File: config.mk
export PLATFORM = sky130hd
export DESIGN_NAME = flow_8_csum
export DESIGN_NICKNAME = d
export VERILOG_FILES = /design/src/rtl/flow_8_csum.sv
export SDC_FILE = /design/constraint.sdc
export NUM_CORES = 1
export LEC_CHECK = 0
export BUFFER_PORTS_ARGS = -buffer_cell sky130_fd_sc_hd__buf_4
export CAP_MARGIN = 15
export CORE_MARGIN = 1.5
export CORE_UTILIZATION = 46
export CTS_BUF_LIST = sky130_fd_sc_hd__clkbuf_4
export DETAILED_ROUTE_END_ITERATION = 7
export PLACE_DENSITY = 0.78
export SKIP_CTS_REPAIR_TIMING = 1
export SLEW_MARGIN = 10
export SYNTH_ARGS = -nofsm -noshare
export SYNTH_HDL_FRONTEND = slang
export SYNTH_SLANG_ARGS = --single-unit
File: constraint.sdc
create_clock -name clk -period 2.55 [get_ports clk]
set_input_delay 0.765 -clock clk [delete_from_list [all_inputs] [get_ports clk]]
set_output_delay 0.765 -clock clk [all_outputs]
set_load 0.005 [all_outputs]
File: src/rtl/flow_8_csum.sv
// flow_8_csum: groups an 8-bit valid/ready byte stream into PKT_LEN-byte
// packets and appends a two's-complement checksum byte (flagged dst_last)
// after each packet. Counts delivered checksum bytes in pkt_cnt.
module flow_8_csum #(
    parameter int unsigned PKT_LEN = 4,
    parameter int unsigned CNT_W   = 8
) (
    input  logic        clk,
    input  logic        rst,
    input  logic        cfg_en,
    input  logic        src_val,
    output logic        src_rdy,
    input  logic [7:0]  src_data,
    output logic        dst_val,
    input  logic        dst_rdy,
    output logic [7:0]  dst_data,
    output logic        dst_last,
    output logic [15:0] pkt_cnt
);

    typedef enum logic {
        ST_DATA = 1'b0,
        ST_CSUM = 1'b1
    } state_t;

    state_t             state_q,    state_d;
    logic [CNT_W-1:0]   byte_cnt_q, byte_cnt_d;
    logic [7:0]         csum_q,     csum_d;
    logic               dst_val_q,  dst_val_d;
    logic               dst_last_q, dst_last_d;
    logic [7:0]         dst_data_q, dst_data_d;
    logic [15:0]        pkt_cnt_q,  pkt_cnt_d;

    logic slot_free;
    logic acc;

    // Handshake: the output slot frees up in the same cycle it is drained,
    // so src_rdy is combinational from dst_rdy.
    always_comb begin
        slot_free = ~dst_val_q | dst_rdy;
        src_rdy   = cfg_en & (state_q == ST_DATA) & slot_free;
        acc       = src_val & src_rdy;
    end

    // Next-state: data pass-through, checksum insertion, disable clear.
    always_comb begin
        state_d    = state_q;
        byte_cnt_d = byte_cnt_q;
        csum_d     = csum_q;
        dst_val_d  = dst_val_q;
        dst_last_d = dst_last_q;
        dst_data_d = dst_data_q;
        pkt_cnt_d  = pkt_cnt_q;

        if (!cfg_en) begin
            // Disable discards any partial packet; pkt_cnt is retained.
            state_d    = ST_DATA;
            byte_cnt_d = '0;
            csum_d     = '0;
            dst_val_d  = 1'b0;
            dst_last_d = 1'b0;
            dst_data_d = '0;
        end else begin
            unique case (state_q)
                ST_DATA: begin
                    if (acc) begin
                        dst_data_d = src_data;
                        dst_val_d  = 1'b1;
                        dst_last_d = 1'b0;
                        csum_d     = csum_q + src_data;
                        if (byte_cnt_q == CNT_W'(PKT_LEN - 1)) begin
                            byte_cnt_d = '0;
                            state_d    = ST_CSUM;
                        end else begin
                            byte_cnt_d = byte_cnt_q + 1'b1;
                        end
                    end else if (dst_rdy && dst_val_q) begin
                        dst_val_d = 1'b0;
                    end
                end
                ST_CSUM: begin
                    if (slot_free) begin
                        dst_data_d = (~csum_q) + 8'd1;
                        dst_val_d  = 1'b1;
                        dst_last_d = 1'b1;
                        csum_d     = '0;
                        state_d    = ST_DATA;
                    end
                end
                default: state_d = ST_DATA;
            endcase

            if (dst_val_q && dst_rdy && dst_last_q) begin
                pkt_cnt_d = pkt_cnt_q + 16'd1;
            end
        end
    end

    // State register with synchronous active-high reset.
    always_ff @(posedge clk) begin
        if (rst) begin
            state_q    <= ST_DATA;
            byte_cnt_q <= '0;
            csum_q     <= '0;
            dst_val_q  <= 1'b0;
            dst_last_q <= 1'b0;
            dst_data_q <= '0;
            pkt_cnt_q  <= '0;
        end else begin
            state_q    <= state_d;
            byte_cnt_q <= byte_cnt_d;
            csum_q     <= csum_d;
            dst_val_q  <= dst_val_d;
            dst_last_q <= dst_last_d;
            dst_data_q <= dst_data_d;
            pkt_cnt_q  <= pkt_cnt_d;
        end
    end

    // Output drive straight from flops.
    always_comb begin
        dst_val  = dst_val_q;
        dst_last = dst_last_q;
        dst_data = dst_data_q;
        pkt_cnt  = pkt_cnt_q;
    end

endmodule
==> results of run 1 <==
kinds of logic after synthesis:
family	count (synthesis)
and+or+nand+nor	116
DFF	43
AOI/OAI and AO/OA	37
xor gates and xnor gates	31
buffers and inverters	14
adders and majority gates	11
muxes	5
cell type report:
type | count | area (sq um)
Clock buffer | 5 | 37.5
Timing Repair Buffer | 43 | 323
Inverter | 5 | 18.8
Fill cell | 440 | 2080
Tap cell | 54 | 67.6
Clock inverter | 3 | 15.0
Sequential cell | 43 | 861
Multi-Input combinational cell | 200 | 1290
critical path, cell delays in order:
cell and delay (ns):
buf_4 0.12, nor2b_1 0.14, nor2_1 0.07, and2_1 0.18, buf_4 0.13
how the worst max path moves through the flow:
stage / startpoint / endpoint / depth (start not counted)
6_report: dst_rdy / src_rdy / 5
5_1_grt: state_q / src_rdy / 3
4_1_cts: state_q / src_rdy / 3
3_5_place_dp: src_data[0] / csum_q[6] / 8
3_3_place_gp: src_data[0] / csum_q[6] / 8
2_1_floorplan: src_data[0] / csum_q[6] / 7
through the flow:
stage	power [mW]	utilization
after detailed placement	0.831	0.546
after global routing	1.19	0.557
after global placement	0.826	0.546
after floorplan	0.782	-
final	1.13	0.557
after CTS	1.14	0.557
power by group through the flow:
stage / clock network, mW / registers, mW / logic [mW]
after floorplan: 0 / 0.702 / 0.0800
final: 0.316 / 0.689 / 0.126
after global placement: 0 / 0.703 / 0.123
after detailed placement: 0 / 0.704 / 0.127
after global routing: 0.363 / 0.691 / 0.140
after CTS: 0.328 / 0.689 / 0.127
synthesized netlist by cell type (all sizes together), types with 2 or more instances:
master | n | area [sq um]
a21o | 3 | 22.5
nor2b | 4 | 25.0
ha | 10 | 125
and2 | 2 | 12.5
nand2 | 26 | 103
xor2 | 20 | 175
nor2 | 38 | 143
o21ai | 3 | 15.0
nand4 | 10 | 68.8
a21oi | 17 | 85.1
or3 | 2 | 12.5
o31ai | 3 | 22.5
buf | 4 | 21.3
inv | 5 | 18.8
nor3 | 5 | 35.0
clkbuf | 5 | 20.0
mux2i | 5 | 50.1
xnor2 | 11 | 96.3
nand3 | 18 | 90.1
a211oi | 2 | 15.0
a22oi | 2 | 15.0
nor4 | 3 | 33.8
nand2b | 3 | 18.8
dfxtp | 43 | 861
routing by layer:
layer	routed length, um	part of all wire	global-route usage
met1	2190	0.46	0.237
met2	2280	0.48	0.332
met3	201	0.043	0.0444
met4	53	0.011	0.0566
met5	0	0	0
flip-flops by register name, summed over array words and instances (netlist names):
name,count
dst_last,1
dst_data,8
byte_cnt_q,8
state_q,1
csum_q,8
dst_val,1
pkt_cnt,16
==> metrics, run 1 <==
status finished, final reports clean; Unique masters post-synth 44; vias in the first global route 1,865; WHS Endpoint dst_data[1]; initial core utilization 0.472; RSZ-0062 raised after global routing no; worst-path maximum fanout 3; core box area 0.00469 sq mm; main combinational cell family by area after synthesis simple AND/OR/NAND/NOR gates; vias per cell 5.42; Simple-Gate Fraction of Synth Area 0.268; Sink Count 43; Main synth FF type dfxtp_1; GPL Wtd Cong 0.823; Syn-to-layout area delta 18.1%; Die Ht 72.4 um; Post-Layout Cell Count 353; min-delay src dst_data[1]; wirelength, routed 4730 um; final-report setup violation count 0; Seq pwr share 0.609; Die Area 0.00524 sq mm; CTS clk-pin slew, worst paths 0.12 ns; CTS tree built; post-synthesis mux area share 0.0226; Clk pwr share 0.279; Seq cells post-synth 43; Static Leak 1.05 nW; Min Hold Slack 0.471 ns; drt wl/cell 13.4 um; Sw Ratio 0.258; port buffer count 39; type of the worst min-delay path reg2reg; fin crit share 0.849; Ant. Diodes 0; Worst R2R End csum_q[6]; layout cells sized above 1 0.194; Comb power frac 0.112; vias post-DR 1,914; switching pwr 292 uW; worst reg2reg path startpoint csum_q[0]; Startpoint Class primary input; Net Count, Synth 281; crit path kind in2out; first-pass GRT wire length 8140 um; FMAX 462 MHz; actual slew at the worst max-slew pin 0.457 ns; Reg2Reg Depth 7; Worst Hold Depth 2; TritonRoute pass-1 iters 4; PD cells 433 mW/mm^2; Cell Rows 25; post-route cell area 0.00262 sq mm; number of synthesis warnings 0; share of the yosys chip area belonging to registers 0.389; DP Area 0.00256 sq mm; most frequent cells in the layout dfxtp_1 (43), buf_4 (43), nor2_1 (38), nand2_1 (24), xor2_1 (20); Syn Area/Cell 8.61 sq um; overflow left after global routing 0; Max Transition Viols Final 0; NumNets Final 322; Slew HR 0.695; VDD IR max 274 uV; post-synthesis xor/xnor area fraction 0.123; number of CTS-inserted buffers 5; initial antenna violation count 0; ys async rst share 0; Place WS 0.0805 ns; Final min period 2.17 ns; P_int 840 uW; Die X 72.4 um; Final ANT Viol Nets 0; Post-Syn Instances 257; largest net degree at the start of global routing 19; endpoints failing hold 0; critical path data arrival time 1.40 ns; clock root buffer clkbuf_4; Residual DRC 0; R2R setup slack 0.56 ns; Compound-Gate Fraction of Synth Area 0.105; Syn Std Cell Area 0.00221 sq mm; Initial DRC Count 88; final worst slack 0.384 ns; Setup TNS 0 ns; gr usage total 0.192; number of synthesized flops with an enable pin 0; latest clock arrival within the worst-skew pair 0.34 ns; Worst Skew 0.0108 ns; Post-Synth Adder-Cell Area 0.0656; # Max-Cap Violations 0; Worst setup EP type primary output; Required @ worst endpoint 1.79 ns; H-tree levels 2; Ports 40; clk buf depth 2; post-DP HPWL 3510 um; Cells after DPL 345
Power figures use the tool's default switching activity.
==> run 2: changes to the inputs <==
- clock period: 2.55 -> 2.1 ns (I/O delays scaled with it)
==> run 2 against run 1 <==
Compared with the run above: combinational power up 29%; power up 24%; non-clock buffer count up 6; global-route usage about the same; wire length about the same; register-to-register slack worse by 0.31 ns; sequential power up 21%; clock-buffer cell count up 1; final area up 1.9%; cell count up 1.7%; critical path type is now reg2out; largest cell class unchanged.
==> metrics, run 2 (synthesis results as in run 1) <==
post-route cell area 0.00267 sq mm (+1.9%); PD cells 528 mW/mm^2 (+22%); status finished, final reports clean; Die Ht 72.4 um (unchanged); Cell Rows 25 (unchanged); endpoints failing hold 0 (unchanged); max reg flops 16 (unchanged); final-report setup violation count 0 (unchanged); # Max-Cap Violations 0 (unchanged); Static Leak 1.09 nW (+3.2%); Sink Count 43 (unchanged); gr usage total 0.192 (about the same); first-pass GRT wire length 8110 um (-0.43%); initial antenna violation count 0 (unchanged); Worst setup EP type primary output; GPL Wtd Cong 0.817 (-0.73%); post-DP HPWL 3550 um (+1.1%); RSZ-0062 raised after global routing no; Die Area 0.00524 sq mm (unchanged); clock root buffer clkbuf_4; VDD IR max 325 uV (+19%); Die X 72.4 um (unchanged); critical path data arrival time 1.39 ns (about the same); drt wl/cell 13.2 um (-1.6%); vias per cell 5.41 (-0.23%); Worst Skew 0.0116 ns (+0.000813 ns); most frequent cells in the layout buf_4 (49), dfxtp_1 (43), nor2_1 (38), nand2_1 (24), xor2_1 (20); commonest non-fill, non-tap cell in the layout buf_4; type of the worst min-delay path reg2reg; Final ANT Viol Nets 0 (unchanged); DP Area 0.00261 sq mm (+1.8%); CTS clk-pin slew, worst paths 0.12 ns (about the same); Residual DRC 0 (unchanged); Max Transition Viols Final 0 (unchanged); crit path kind reg2out; Syn-to-layout area delta 20.4%; TritonRoute pass-1 iters 4 (unchanged); Pwr Total 1.41 mW (+24%); wirelength, routed 4730 um (about the same); Required @ worst endpoint 1.47 ns (-0.32 ns); Ports 40 (unchanged); Slew HR 0.699 (+0.00374); H-tree levels 2 (unchanged); core box area 0.00469 sq mm (unchanged); vias in the first global route 1,877 (+0.64%); clk buf depth 2 (unchanged); number of CTS-inserted buffers 5 (unchanged); largest net degree at the start of global routing 19 (unchanged); actual slew at the worst max-slew pin 0.451 ns (-0.00560 ns); port buffer count 39 (unchanged); fin crit share 0.964; initial core utilization 0.472 (unchanged); overflow left after global routing 0 (unchanged); Startpoint Class register; FMAX 494 MHz; latest clock arrival within the worst-skew pair 0.35 ns (about the same); NumNets Final 328 (+1.9%); layout cells sized above 1 0.216 (+0.0224); Ant. Diodes 0 (unchanged); Initial DRC Count 95 (+8.0%); CTS tree built; worst-path maximum fanout 12 (+9); Final min period 2.02 ns; vias post-DR 1,942 (+1.5%)
==> run 2: path summary, 6_finish.rpt <==
kind / startpoint / to / slack (ns) / cells past startpoint
max reg2reg: csum_q[0] / csum_q[6] / 0.25 / 7
max: state_q / src_rdy / 0.08 / 3
min reg2reg: dst_data[1] / dst_data[1] / 0.47 / 2
min: dst_data[1] / dst_data[1] / 0.47 / 2
==> run 2: final cells by class <==
| class | count | area, sq um |
|---|---|---|
| inverters | 5 | 18.8 |
| clock inverters | 2 | 12.5 |
| multi-input cells | 200 | 1290 |
| flip-flops and latches | 43 | 861 |
| well taps | 54 | 67.6 |
| clock buffers | 6 | 45.0 |
| repair buffers | 49 | 368 |
| fillers | 436 | 2030 |
==> run 2: critical path: stages, from the launching register on <==
cell	delay, ns
dfxtp_1	0.62
nor2_1	0.11
and2_1	0.18
buf_4	0.13
==> run 2: metal layers <==
layer  GRT usage  routed length [um]  up-vias
met5           0                   0        -
met4      0.0671                  77        0
met3      0.0431                 275        9
met2       0.329                2250       47
met1       0.237                2120      893
li1            -                   -      993
==> run 2: per-stage QoR <==
stage	util	setup TNS (ns)	std cells	hold WS, ns	setup WS [ns]
after floorplan	-	0	257	0.453	0.0146
after global placement	0.556	-0.211	351	0.452	-0.167
after detailed placement	0.556	-0.261	351	0.451	-0.196
after CTS	0.568	0	359	0.472	0.0670
after global routing	0.568	0	359	0.511	0.00902
final	0.568	0	359	0.469	0.0757
==> run 2: report_power, final <==
part | switching [mW] | leakage (nW) | internal [mW] | total (mW)
logic | 0.0850 | 0.708 | 0.0770 | 0.162
registers | 0.0107 | 0.347 | 0.825 | 0.836
clock network | 0.267 | 0.0317 | 0.142 | 0.410
